===== config.mk =====
export PLATFORM = sky130hd
export DESIGN_NAME = ysyx_22050019_ifu_prefetch
export DESIGN_NICKNAME = d
export VERILOG_FILES = /design/src/rtl/ysyx_22050019_ifu_pkg.sv /design/src/rtl/ysyx_22050019_sync_fifo.sv /design/src/rtl/ysyx_22050019_ifu_prefetch.sv
export SDC_FILE = /design/constraint.sdc
export NUM_CORES = 1
export LEC_CHECK = 0
export ABC_AREA = 1
export BUFFER_PORTS_ARGS = -buffer_cell sky130_fd_sc_hd__buf_2
export CORE_MARGIN = 8
export CORE_UTILIZATION = 60
export CTS_CLUSTER_DIAMETER = 150
export CTS_CLUSTER_SIZE = 25
export DETAILED_ROUTE_END_ITERATION = 16
export PLACE_DENSITY = 0.8
export SLEW_MARGIN = 20
export SYNTH_ARGS = -nofsm -noshare
export SYNTH_HDL_FRONTEND = slang
export SYNTH_HIERARCHICAL = 1
export SYNTH_SLANG_ARGS = --single-unit

===== constraint.sdc =====
create_clock -name clk -period 8.2 [get_ports clk]
set_clock_uncertainty 0.05 [all_clocks]
set_input_delay 1.64 -clock clk [delete_from_list [all_inputs] [get_ports clk]]
set_output_delay 1.64 -clock clk [all_outputs]
set_load 0.01 [all_outputs]

===== src/rtl/ysyx_22050019_ifu_pkg.sv =====
`default_nettype none
// ------------------------------------------------------------------
// ysyx_22050019_ifu_pkg: shared IFU constants and fetch-entry type.
// Rev 1.0
// ------------------------------------------------------------------
package ysyx_22050019_ifu_pkg;

  localparam logic [1:0]  RESP_OKAY   = 2'b00;
  localparam logic [1:0]  RESP_SLVERR = 2'b10;
  localparam logic [31:0] NOP_INST    = 32'h0000_0013;
  localparam int unsigned ENTRY_PC_W  = 64;

  typedef struct packed {
    logic [ENTRY_PC_W-1:0] pc;
    logic [31:0]           inst;
    logic                  fault;
  } fetch_entry_t;

  function automatic logic resp_is_fault(input logic [1:0] resp);
    return resp != RESP_OKAY;
  endfunction

endpackage
`default_nettype wire


===== src/rtl/ysyx_22050019_sync_fifo.sv =====
`default_nettype none
// ------------------------------------------------------------------
// ysyx_22050019_sync_fifo: flushable synchronous FIFO, head shown combinationally.
// Rev 1.0
// ------------------------------------------------------------------
module ysyx_22050019_sync_fifo #(
  parameter int unsigned WIDTH = 8,
  parameter int unsigned DEPTH = 4
) (
  input  logic                     clk,
  input  logic                     rst_n,
  input  logic                     flush,
  input  logic                     push,
  input  logic [WIDTH-1:0]         push_data,
  input  logic                     pop,
  output logic [WIDTH-1:0]         head_data,
  output logic [$clog2(DEPTH):0]   count
);

  localparam int unsigned PTR_W = $clog2(DEPTH);
  localparam int unsigned CNT_W = PTR_W + 1;

  logic [WIDTH-1:0] mem [DEPTH];
  logic [PTR_W-1:0] wr_ptr;
  logic [PTR_W-1:0] rd_ptr;
  logic             do_push;
  logic             do_pop;

  // A push into a full FIFO is accepted only when the head leaves the same cycle.
  assign do_pop    = pop && (count != '0);
  assign do_push   = push && ((count != CNT_W'(DEPTH)) || do_pop);
  assign head_data = mem[rd_ptr];

  always_ff @(posedge clk) begin
    if (!rst_n || flush) begin
      wr_ptr <= '0;
      rd_ptr <= '0;
      count  <= '0;
    end else begin
      if (do_push) wr_ptr <= wr_ptr + PTR_W'(1);
      if (do_pop)  rd_ptr <= rd_ptr + PTR_W'(1);
      count <= count + CNT_W'(do_push) - CNT_W'(do_pop);
    end
  end

  always_ff @(posedge clk) begin
    if (do_push) mem[wr_ptr] <= push_data;
  end

endmodule
`default_nettype wire


===== src/rtl/ysyx_22050019_ifu_prefetch.sv =====
`default_nettype none
// ------------------------------------------------------------------
// ysyx_22050019_ifu_prefetch: credit-based AXI instruction prefetcher feeding IDU.
// Rev 1.0
// ------------------------------------------------------------------
module ysyx_22050019_ifu_prefetch #(
  parameter int unsigned       ADDR_W    = 64,
  parameter logic [ADDR_W-1:0] RESET_VAL = 64'h8000_0000,
  parameter int unsigned       DATA_W    = 64,
  parameter int unsigned       DEPTH     = 4,
  parameter int unsigned       MAX_OUTST = 2
) (
  input  logic              clk,
  input  logic              rst_n,
  input  logic              redirect_i,
  input  logic [ADDR_W-1:0] redirect_pc_i,
  output logic [ADDR_W-1:0] m_axi_araddr,
  output logic              m_axi_arvalid,
  input  logic              m_axi_arready,
  input  logic [DATA_W-1:0] m_axi_rdata,
  input  logic [1:0]        m_axi_rresp,
  input  logic              m_axi_rvalid,
  output logic              m_axi_rready,
  output logic              if_valid_o,
  input  logic              id_ready_i,
  output logic [ADDR_W-1:0] pc_o,
  output logic [31:0]       inst_o,
  output logic              fault_o
);

  import ysyx_22050019_ifu_pkg::*;

  localparam int unsigned OFF     = $clog2(DATA_W / 8);
  localparam int unsigned CW      = $clog2(DEPTH) + 1;
  localparam int unsigned ENTRY_W = $bits(fetch_entry_t);

  logic [ADDR_W-1:0] fetch_pc;
  logic [ADDR_W-1:0] ar_pc;
  logic [ADDR_W-1:0] pc_base;
  logic [ADDR_W-1:0] tag_pc;
  logic              arvalid_q;
  logic              rready_q;
  logic              ar_stale;
  logic [CW-1:0]     inflight;
  logic [CW-1:0]     inflight_nxt;
  logic [CW-1:0]     drop_cnt;
  logic [CW-1:0]     occupancy;
  logic [CW-1:0]     fifo_count;
  logic [CW-1:0]     tag_count;
  logic              ar_hs;
  logic              r_beat;
  logic              drop_beat;
  logic              keep_beat;
  logic              issue_ok;
  logic              beat_fault;
  logic [31:0]       beat_inst;
  fetch_entry_t      push_entry;
  fetch_entry_t      head_entry;
  logic [ENTRY_W-1:0] head_bits;

  assign ar_hs        = arvalid_q && m_axi_arready;
  assign r_beat       = m_axi_rvalid && rready_q;
  assign drop_beat    = r_beat && (drop_cnt != '0);
  assign keep_beat    = r_beat && (drop_cnt == '0) && !redirect_i && (tag_count != '0);
  assign inflight_nxt = inflight + CW'(ar_hs) - CW'(r_beat);

  // Outstanding reads always own a FIFO slot, so the prefetch FIFO can never overflow.
  assign occupancy = (redirect_i ? '0 : fifo_count) + inflight + CW'(ar_hs);
  assign issue_ok  = (occupancy < CW'(DEPTH)) && (inflight_nxt < CW'(MAX_OUTST));

  // A stale AR (issued before a redirect) must not advance the already-redirected fetch PC.
  always_comb begin
    pc_base = fetch_pc;
    if (redirect_i) begin
      pc_base = redirect_pc_i;
    end else if (ar_hs && !ar_stale) begin
      pc_base = fetch_pc + ADDR_W'(4);
    end
  end

  always_ff @(posedge clk) begin
    if (!rst_n) begin
      fetch_pc  <= RESET_VAL;
      ar_pc     <= '0;
      arvalid_q <= 1'b0;
      rready_q  <= 1'b0;
      ar_stale  <= 1'b0;
      inflight  <= '0;
      drop_cnt  <= '0;
    end else begin
      rready_q <= 1'b1;
      fetch_pc <= pc_base;
      inflight <= inflight_nxt;
      if (redirect_i) begin
        drop_cnt <= inflight_nxt;
      end else begin
        drop_cnt <= drop_cnt + CW'(ar_hs && ar_stale) - CW'(drop_beat);
      end
      // An offered AR stays frozen until accepted, even if a redirect retargets fetch.
      if (!arvalid_q || m_axi_arready) begin
        arvalid_q <= issue_ok;
        ar_stale  <= 1'b0;
        if (issue_ok) ar_pc <= pc_base;
      end else if (redirect_i) begin
        ar_stale <= 1'b1;
      end
    end
  end

  assign m_axi_arvalid = arvalid_q;
  assign m_axi_araddr  = {ar_pc[ADDR_W-1:OFF], {OFF{1'b0}}};
  assign m_axi_rready  = rready_q;

  ysyx_22050019_sync_fifo #(
    .WIDTH (ADDR_W),
    .DEPTH (DEPTH)
  ) u_tag_fifo (
    .clk       (clk),
    .rst_n     (rst_n),
    .flush     (redirect_i),
    .push      (ar_hs && !ar_stale && !redirect_i),
    .push_data (ar_pc),
    .pop       (keep_beat),
    .head_data (tag_pc),
    .count     (tag_count)
  );

  generate
    if (DATA_W == 32) begin : g_sel_single
      assign beat_inst = m_axi_rdata;
    end else begin : g_sel_lane
      logic [OFF-3:0] lane;
      assign lane      = tag_pc[OFF-1:2];
      assign beat_inst = m_axi_rdata[lane*32 +: 32];
    end
  endgenerate

  assign beat_fault = resp_is_fault(m_axi_rresp);

  always_comb begin
    push_entry       = '0;
    push_entry.pc    = ENTRY_PC_W'(tag_pc);
    push_entry.inst  = beat_fault ? NOP_INST : beat_inst;
    push_entry.fault = beat_fault;
  end

  ysyx_22050019_sync_fifo #(
    .WIDTH (ENTRY_W),
    .DEPTH (DEPTH)
  ) u_prefetch_fifo (
    .clk       (clk),
    .rst_n     (rst_n),
    .flush     (redirect_i),
    .push      (keep_beat),
    .push_data (push_entry),
    .pop       (if_valid_o && id_ready_i && !redirect_i),
    .head_data (head_bits),
    .count     (fifo_count)
  );

  assign head_entry = head_bits;
  assign if_valid_o = (fifo_count != '0);
  assign pc_o       = if_valid_o ? ADDR_W'(head_entry.pc) : '0;
  assign inst_o     = if_valid_o ? head_entry.inst : '0;
  assign fault_o    = if_valid_o && head_entry.fault;

endmodule
`default_nettype wire


==> impl.org, run 1 <==
** Power
- IR analysis of the VDD net gives a maximum drop of approximately 0.17 mV.
- The completed layout was analyzed and its total power is 7850 uW.
- Cell Pwr Density :: between 200 and 250 nW/um^2
- Static power due to leakage :: between 0.01 and 0.015 uW

** Final layout
- Layout-stage area growth over the synthesis result :: 7.240%
- Share of cells above drive strength 1 :: roughly an eighth
- Count of nets after finishing :: approximately 3600
- The repair_antennas step left the layout with diodes totalling 0.
- At the end of the flow the core is filled with cells to around two thirds.

** Placed design
- Routability-driven placement finished with a final weighted congestion of between 0.9 and 1.
- HPWL after DPL :: roughly 53000 microns
- Count of input and output buffers :: between 200 and 300
- Timing analysis after detailed placement gives a worst setup slack of approximately 2.5 ns.

** Floorplan
- Area enclosed by the die boundary :: around 65000 sq um
- For this design the top-level I/O count stands at 300.
- In this run the vertical extent of the chip is 254.1 microns.
- Rows :: between 80 and 90
- The initial utilization of the core area, before any placement, comes to roughly three fifths.
- After floorplanning, the core was sized to cover 56280 sq um.
- Measured along the x axis, the die boundary spans ~250 microns.

** Clock tree
- CTS placed an instance of sky130_fd_sc_hd__clkbuf_16 at the clock tree root.
- Count of cells resized by post-cts repair :: 0
- Buffers from clock root to sink, at most :: 3
- The H-tree was split into 2 levels.
- For the worst-skew pair, the clock arrives at the later sink with an insertion delay of between 0.5 and 0.6 ns.
- TritonCTS buffer count :: 37
- Hold repair after CTS inserted 0 buffers.
- Clock-pin slew was measured on the worst setup and hold paths at approximately 0.10 ns.
- The clock drives ~800 sinks.
- Post-CTS Setup Bufs :: 0
- TritonCTS built the clock tree.

** Min path
- The worst hold path begins at u_prefetch_fifo/rd_ptr[1]$_SDFFE_PP0N_.
- The tightest min-delay check is of the flip-flop to flip-flop type.

** Detailed routing
- Number of DRC markers in iteration 0 :: 2533
- After detailed routing, the average wire length per cell comes to approximately 19 microns.
- Dividing the detail-routed via count by the number of cells gives between 5 and 6.
- Number of nets still failing antenna checks after routing :: 0
- After detailed routing, the number of remaining DRC violations is 0.
- DRT Pass-1 Iters :: 7
- The routed layout has about 24000 vias.
- The final layout contains routed wiring with a total length of roughly 80000 microns.

** Setup path
- Along the worst path, the maximum fanout reaches between 100 and 150.
- Worst setup slack for register-to-register paths :: 4.31 ns
- Destination of the critical timing path :: pc_o[36]
- By instance count, the cell type seen most on the critical path is sky130_fd_sc_hd__buf_4.
- CP max stage delay :: 0.95 ns
- Walking the worst path, the cells encountered are buf_4 -> buf_4 -> o21ai_0 -> o22ai_1 -> inv_1 -> nor2_1 -> buf_2.
- Critical Path Stages :: 7
- Crit path capture type :: output pin
- The worst setup path is of the flip-flop to output pin kind.
- Nature of the critical path startpoint :: flip-flop
- Required time worst endpoint :: 6.51 ns
- Delay-heaviest family, CP :: buffers and inverters
- In this run the critical register-to-register path is captured at u_prefetch_fifo/mem[1][10]$_DFFE_PP_.
- Worst-path cell with the longest stage delay :: sky130_fd_sc_hd__buf_4
- The number of buffers and inverters on the critical path is 4.
- Data on the critical path arrives at its endpoint at between 3 and 4 ns.
- Worst R2R Path Depth :: 8

** Logic synthesis
- Synthesized instance count :: between 3000 and 4000
- Post-synthesis sequential element count :: between 700 and 800
- Predominant post-synthesis flop cell :: sky130_fd_sc_hd__edfxtp_1
- The synthesized netlist occupies a cell area of ~34000 sq um.
- Share of synthesized area occupied by flip-flops and latches :: 65.95%
- Warning count from the yosys run :: 6
- Counting flops with a built-in enable in the synthesized netlist gives approximately 640.
- Average instance area after synthesis :: approximately 10 sq um
- Synthesis instantiated around 40 different standard cells from the library.
- Counting flops with an async set or reset pin after synthesis yields a share of 0%.

** Timing
- Of the available clock period, the critical path in the final layout requires 66.48%.
- Highest Clock Rate :: 0.1834 GHz
- Number of pins exceeding their max-slew limit in the final report :: 0
- At the pin with the least slew margin, the transition time is approximately 1.1 ns.
- The final hold violation count was 0.
- Hold Slack :: between 0.4 and 0.5 ns
- Subtracting the final worst setup slack from the clock period gives 5.452 ns.
- Fin worst setup slack :: around 2.7 ns
- Adding up every negative setup slack in the final design gives 0 ns.
- Unrepaired setup endpoints after global routing :: no
- Setup Viol. Count Final :: 0
- The worst pin sits at a relative slew slack of just under 30%.

** GRT
- Global routing finished with a remaining overflow of 0.
- Entering global routing, the biggest net connects 121 pins.
- Gr usage total :: 23.81%
- Global-route wire length before repair :: about 120000 microns
- The initial antenna violation count was 0.
- The number of global-route vias before repair is 21762.

** Job
- The tool flagged a number of max-cap violations equal to 0.

** Status
- Status :: finished, final reports clean
flip-flops by register name (all words and copies together), names as in the netlist, named ones only:
| signal | count |
|---|---|
| u_prefetch_fifo/count | 3 |
| m_axi_rready | 1 |
| u_prefetch_fifo/mem | 388 |
| u_tag_fifo/wr_ptr | 2 |
| inflight | 3 |
| u_prefetch_fifo/wr_ptr | 2 |
| ar_pc | 64 |
| u_prefetch_fifo/rd_ptr | 2 |
| fetch_pc | 64 |
| drop_cnt | 3 |
| u_tag_fifo/mem | 256 |
| u_tag_fifo/count | 3 |
| ar_stale | 1 |
| u_tag_fifo/rd_ptr | 2 |
| m_axi_arvalid | 1 |
cell usage in the layout, fill, tap and decap left out, types with 3 or more instances in the layout:
cell type / count
sky130_fd_sc_hd__or2_2: 8
sky130_fd_sc_hd__o21bai_1: 8
sky130_fd_sc_hd__clkbuf_1: 21
sky130_fd_sc_hd__nand4_1: 17
sky130_fd_sc_hd__a21oi_1: 145
sky130_fd_sc_hd__inv_1: 322
sky130_fd_sc_hd__nand2_2: 3
sky130_fd_sc_hd__conb_1: 3
sky130_fd_sc_hd__o21ai_1: 119
sky130_fd_sc_hd__nor3_1: 13
sky130_fd_sc_hd__nand3_2: 3
sky130_fd_sc_hd__nand3_1: 141
sky130_fd_sc_hd__inv_2: 4
sky130_fd_sc_hd__nor2_1: 572
sky130_fd_sc_hd__ha_1: 18
sky130_fd_sc_hd__dfxtp_1: 151
sky130_fd_sc_hd__xor2_1: 13
sky130_fd_sc_hd__fa_1: 4
sky130_fd_sc_hd__a21o_1: 3
sky130_fd_sc_hd__nor2_2: 5
sky130_fd_sc_hd__buf_2: 296
sky130_fd_sc_hd__clkbuf_16: 39
sky130_fd_sc_hd__edfxtp_1: 644
sky130_fd_sc_hd__nand2_1: 423
sky130_fd_sc_hd__o21ai_0: 233
sky130_fd_sc_hd__nor2_4: 11
sky130_fd_sc_hd__o22ai_1: 161
sky130_fd_sc_hd__buf_4: 29
how the worst min path moves through the flow:
stage,to,slack [ns],cells after the start
2_1_floorplan,fetch_pc[0]$_SDFF_PN0_,0.41,2
3_3_place_gp,flip-flop,0.43,2
3_5_place_dp,flip-flop,0.44,2
4_1_cts,flip-flop,0.45,2
5_1_grt,flip-flop,0.50,2
6_report,flip-flop,0.45,2
power by group:
part | internal, uW | switching, uW
Clock | 895 | 1180
Combinational | 297 | 617
Sequential | 4640 | 223
per-layer routing:
layer	share of wire, %	vias to the layer above	global-route usage, %
met4	3.0	0	7.730
met2	47	988	38.37
met5	0	-	0
met3	8.2	117	3.179
li1	-	11330	-
met1	42	11151	33.65
cell type report:
class	count	area [sq um]
flip-flops and latches	799	22450
inverters	330	1247
clock inverters	1	8.758
repair buffers	328	1758
multi-input cells	1918	9024
fillers	4368	19790
clock buffers	60	1055
well taps	756	945.9
cell usage after synthesis (all sizes together) (13+ instances only):
cell    number  share of area [%]
nand4       17               0.31
dfxtp      155                9.1
edfxtp     644                 57
ha          18               0.66
nand2      426                4.7
nor2       588                6.6
o22ai      162                3.0
nand3      144                2.2
xor2        13               0.33
inv        329                3.6
clkbuf      89                1.0
nor3        15               0.25
buf        141                3.1
o21ai      352                5.2
a21oi      145                2.1
logic make-up (layout without fill, tap and decap cells):
kind of cell / Yosys count / in the layout / synth area share (%)
and+or+nand+nor: 1202 / 1202 / 14.27
adders and majority gates: 22 / 22 / 0.8972
other: 1 / 3 / 0.01102
AOI/OAI and AO/OA: 673 / 673 / 10.60
muxes: 2 / 2 / 0.05884
buffers and inverters: 560 / 719 / 7.781
DFF: 799 / 799 / 65.95
xor gates and xnor gates: 16 / 16 / 0.4339
tightest hold or removal path, cell delays in order, from the launching register on:
cell and delay (ns):
sky130_fd_sc_hd__dfxtp_1 0.33, sky130_fd_sc_hd__nand2_1 0.06, sky130_fd_sc_hd__a21oi_1 0.08
metrics by stage:
stage	std cells	area [sq um]
after floorplan	3277	34030
after detailed placement	4130	35400
after global routing	4192	36490
after CTS	4191	36460
after global placement	4130	35400
final	4192	36490
No activity file was read; power rests on OpenSTA's default activity.
==> run 2: changes to the inputs <==
--- a/config.mk
+++ b/config.mk
@@ -8,11 +8,11 @@
 export ABC_AREA = 1
 export BUFFER_PORTS_ARGS = -buffer_cell sky130_fd_sc_hd__buf_2
 export CORE_MARGIN = 8
-export CORE_UTILIZATION = 60
+export CORE_UTILIZATION = 54
 export CTS_CLUSTER_DIAMETER = 150
 export CTS_CLUSTER_SIZE = 25
 export DETAILED_ROUTE_END_ITERATION = 16
-export PLACE_DENSITY = 0.8
+export PLACE_DENSITY = 0.76
 export SLEW_MARGIN = 20
 export SYNTH_ARGS = -nofsm -noshare
 export SYNTH_HDL_FRONTEND = slang
==> constraint.sdc (replaced) <==
create_clock -name clk -period 4.8 [get_ports clk]
set_clock_uncertainty 0.05 [all_clocks]
set_input_delay 0.96 -clock clk [delete_from_list [all_inputs] [get_ports clk]]
set_output_delay 0.96 -clock clk [all_outputs]
set_load 0.01 [all_outputs]
==> run 2 against run 1 <==
Against the previous run:
- register-to-register slack got worse by 2.6 ns
- via count fell by 1.2%
- sequential share of layout area fell by 0.28 points
- worst setup slack got worse by 1.8 ns
- utilization fell by 6.4 points
==> impl.org, run 2 (synthesized netlist as in run 1, its figures left out) <==
** Power
- The fraction of power consumed by the clock network was 25.8% (-0.6 points).
- Proportion of total power due to net switching :: 25.66% (-0.055 points)
- Static power due to leakage :: 0.01405 uW (about the same)
- The cell area power density was 363.5 nW/um^2 (+69%).
- The largest vdd supply drop was 0.2539 mV (+46%).
- The power spent charging and discharging nets was 3419 uW (+69%).
- Internal portion of total power :: 9906 uW (+70%)
- The overall power consumption is 13330 uW (+70%).
- The part of the total power dissipated in sequential elements was 62.3% (+0.4 points).
- Logic gate share of total power :: 11.9% (+0.2 points)

** Detailed routing
- The routed via count is 23298 (-1.2%).
- Number of design rule violations left after detail routing :: 0 (unchanged)
- Number of DRC markers in iteration 0 :: 2032 (-20%)
- The number of nets with antenna violations after detailed routing came to 0 (unchanged).
- The per-cell routed wire length came to 18.72 microns (-1.3%).
- The post-detailed-routing wire length was 80110 microns (+0.75%).
- The routed via count divided by cell count was 5.445 (-3.2%).
- The count of TritonRoute iterations in the first routing pass came to 6 (-1).

** Final layout
- Inserted Diodes :: 0 (unchanged)
- Leaving out fill and tap cells, the most frequent cell in the layout is sky130_fd_sc_hd__edfxtp_1.
- Share of cells above drive strength 1 :: 11.94% (-0.077 points)
- End-of-flow core utilization :: 58.43% (-6.4 points)
- Number of flip-flops under the largest register name :: 388 (unchanged)
- Regs by FF count :: u_prefetch_fifo/mem (388), u_tag_fifo/mem (256)
- The final instance area was 36660 sq um (+0.46%).
- Layout-stage area growth over the synthesis result :: 7.733%
- The final net count was 3572 (unchanged).
- Register ranked first by flip-flop count :: u_prefetch_fifo/mem
- Leaving out fill and tap cells, the most frequent cells in the layout are sky130_fd_sc_hd__edfxtp_1 (644), sky130_fd_sc_hd__nor2_1 (572), sky130_fd_sc_hd__nand2_1 (423).

** Timing
- The worst path needs 3.805 ns of the cycle, external delays included.
- The actual slew at the worst max-slew pin came to 1.076 ns (+0.02014 ns).
- Number of hold violations in the final report :: 0 (unchanged)
- Fin worst setup slack :: 0.9947 ns (-1.754 ns)
- Final worst path period share :: 79.28%
- Unrepaired setup endpoints after global routing :: no
- Highest Clock Rate :: 0.2628 GHz
- The count of pins over their slew limit came to 0 (unchanged).
- Worst slew margin :: 28.28% (-1.3 points)
- Setup Viol. Count Final :: 0 (unchanged)

** Clock tree
- CTS root buffer :: sky130_fd_sc_hd__clkbuf_16
- Hold_buf cts :: 0 (unchanged)
- The total clock sinks is 799 (unchanged).
- The buffers inserted during post-CTS setup optimization was 0 (unchanged).
- The quantity of gates resized following cts was 0 (unchanged).
- The number of H-tree levels was 2 (unchanged).
- Buffers from clock root to sink, at most :: 3 (unchanged)
- CTS clk-pin slew, worst paths :: 0.11 ns (about the same)
- Clock latency reported for the late side of the worst-skew pair :: 0.59 ns (about the same)
- TritonCTS buffer count :: 37 (unchanged)
- TritonCTS built the clock tree.

** GRT
- Gr usage total :: 21.76% (-2.1 points)
- Largest net degree at the start of global routing :: 112 (-7.4%)
- Initial antenna violation count :: 1 (+1)
- Number of global-route vias before repair :: 21787 (+0.11%)
- Global-route wire length before repair :: 122300 microns (+0.72%)
- The residual overflow from global routing is 0 (unchanged).

** Floorplan
- Chip height :: 267.0 microns (+5.1%)
- X dimension of the die :: 267.0 microns (+5.1%)
- The effective utilization at floorplan came to 54.24% (-6.2 points).
- Area enclosed by the die boundary :: 71300 sq um (+10%)
- Rows :: 92 (+5.7%)
- Ports :: 300 (unchanged)
- The core footprint was 62740 sq um (+11%).

** Min path
- Hold Crit Start :: u_tag_fifo/rd_ptr[1]$_SDFFE_PP0N_
- Hold Crit Depth :: 2 (unchanged)
- The min-delay analysis places its worst path in the category flip-flop to flip-flop.
- Terminating pin of the worst hold path :: u_tag_fifo/rd_ptr[1]$_SDFFE_PP0N_

** Setup path
- The worst setup path is of the flip-flop to output pin kind.
- Worst setup slack for register-to-register paths :: 1.72 ns (-2.59 ns)
- Start of the worst register-to-register path :: u_prefetch_fifo/count[1]$_SDFF_PP0_
- Worst R2R Path Depth :: 14 (+6)
- STA classifies the critical path startpoint as a flip-flop.
- The arrival time reported for the critical path endpoint was 2.80 ns (-0.96 ns).
- Reg-to-Reg End :: u_prefetch_fifo/count[2]$_SDFF_PP0_
- The required time at the worst-slack endpoint came to 3.79 ns (-2.72 ns).
- STA classifies the critical path endpoint as an output pin.
- Worst-path maximum fanout :: 32 (-71%)

** Placed design
- The detailed placer's ending HPWL came to 51980 microns (-1.6%).
- Placement-stage worst setup slack :: 1.159 ns (-1.360 ns)
- Global placer's final weighted congestion :: 0.9530 (-3.2%)
- The instance area at placement came to 35650 sq um (+0.73%).
- The total of buffers placed on input and output ports came to 296 (unchanged).

** Job
- Reported max-cap violation count :: 0 (unchanged)

** Status
- The flow ran to the end, and the final reports show no timing, DRC or antenna violations.
run 2: final cells by class:
class / instances / area (sq um)
timing repair buffer: 328 / 1872
clock buffer: 58 / 1005
fill: 5210 / 26080
inverter: 330 / 1247
multi-input combinational: 1918 / 9024
tap: 846 / 1059
sequential: 799 / 22450
run 2: how the worst max path moves through the flow:
stage                     from                              to  slack, ns  cells after the start
floorplan           redirect_i  u_tag_fifo/mem[0][0]$_DFFE_PP_      -0.64                      7
global placement    redirect_i          ar_pc[47]$_SDFFE_PN0P_       1.31                     12
detailed placement  redirect_i          ar_pc[56]$_SDFFE_PN0P_       1.16                     12
CTS                  flip-flop                        pc_o[23]       0.96                      6
global route         flip-flop                        pc_o[34]       0.78                      6
finish               flip-flop                        pc_o[34]       0.99                      6
run 2: power by group through the flow:
stage / sequential (uW) / combinational, uW / clock [uW]
finish: 8300 / 1580 / 3440
global route: 8340 / 1760 / 3730
CTS: 8290 / 1590 / 3510
detailed placement: 8450 / 1590 / 0
global placement: 8440 / 1530 / 0
floorplan: 8280 / 1260 / 0
run 2: critical path, cell delays in order, from the launching register on:
cell	delay, ns
sky130_fd_sc_hd__dfxtp_2	0.81
sky130_fd_sc_hd__buf_4	0.46
sky130_fd_sc_hd__o21ai_0	0.15
sky130_fd_sc_hd__o22ai_1	0.19
sky130_fd_sc_hd__inv_1	0.06
sky130_fd_sc_hd__nor2_1	0.33
sky130_fd_sc_hd__buf_2	0.21
run 2: layer usage:
layer / share of wire (%) / track usage [%]
met3: 6.7 / 2.404
met5: 0 / 0
met4: 2.9 / 6.911
met1: 43 / 30.15
met2: 47 / 35.95
run 2: per-stage QoR:
stage                     instances  setup TNS (ns)  hold slack, ns
after detailed placement       4221               0          0.4396
after global placement         4221               0          0.4329
after floorplan                3277         -163.66          0.4058
after CTS                      4279               0          0.4612
after global routing           4279               0          0.4898
final                          4279               0          0.4659
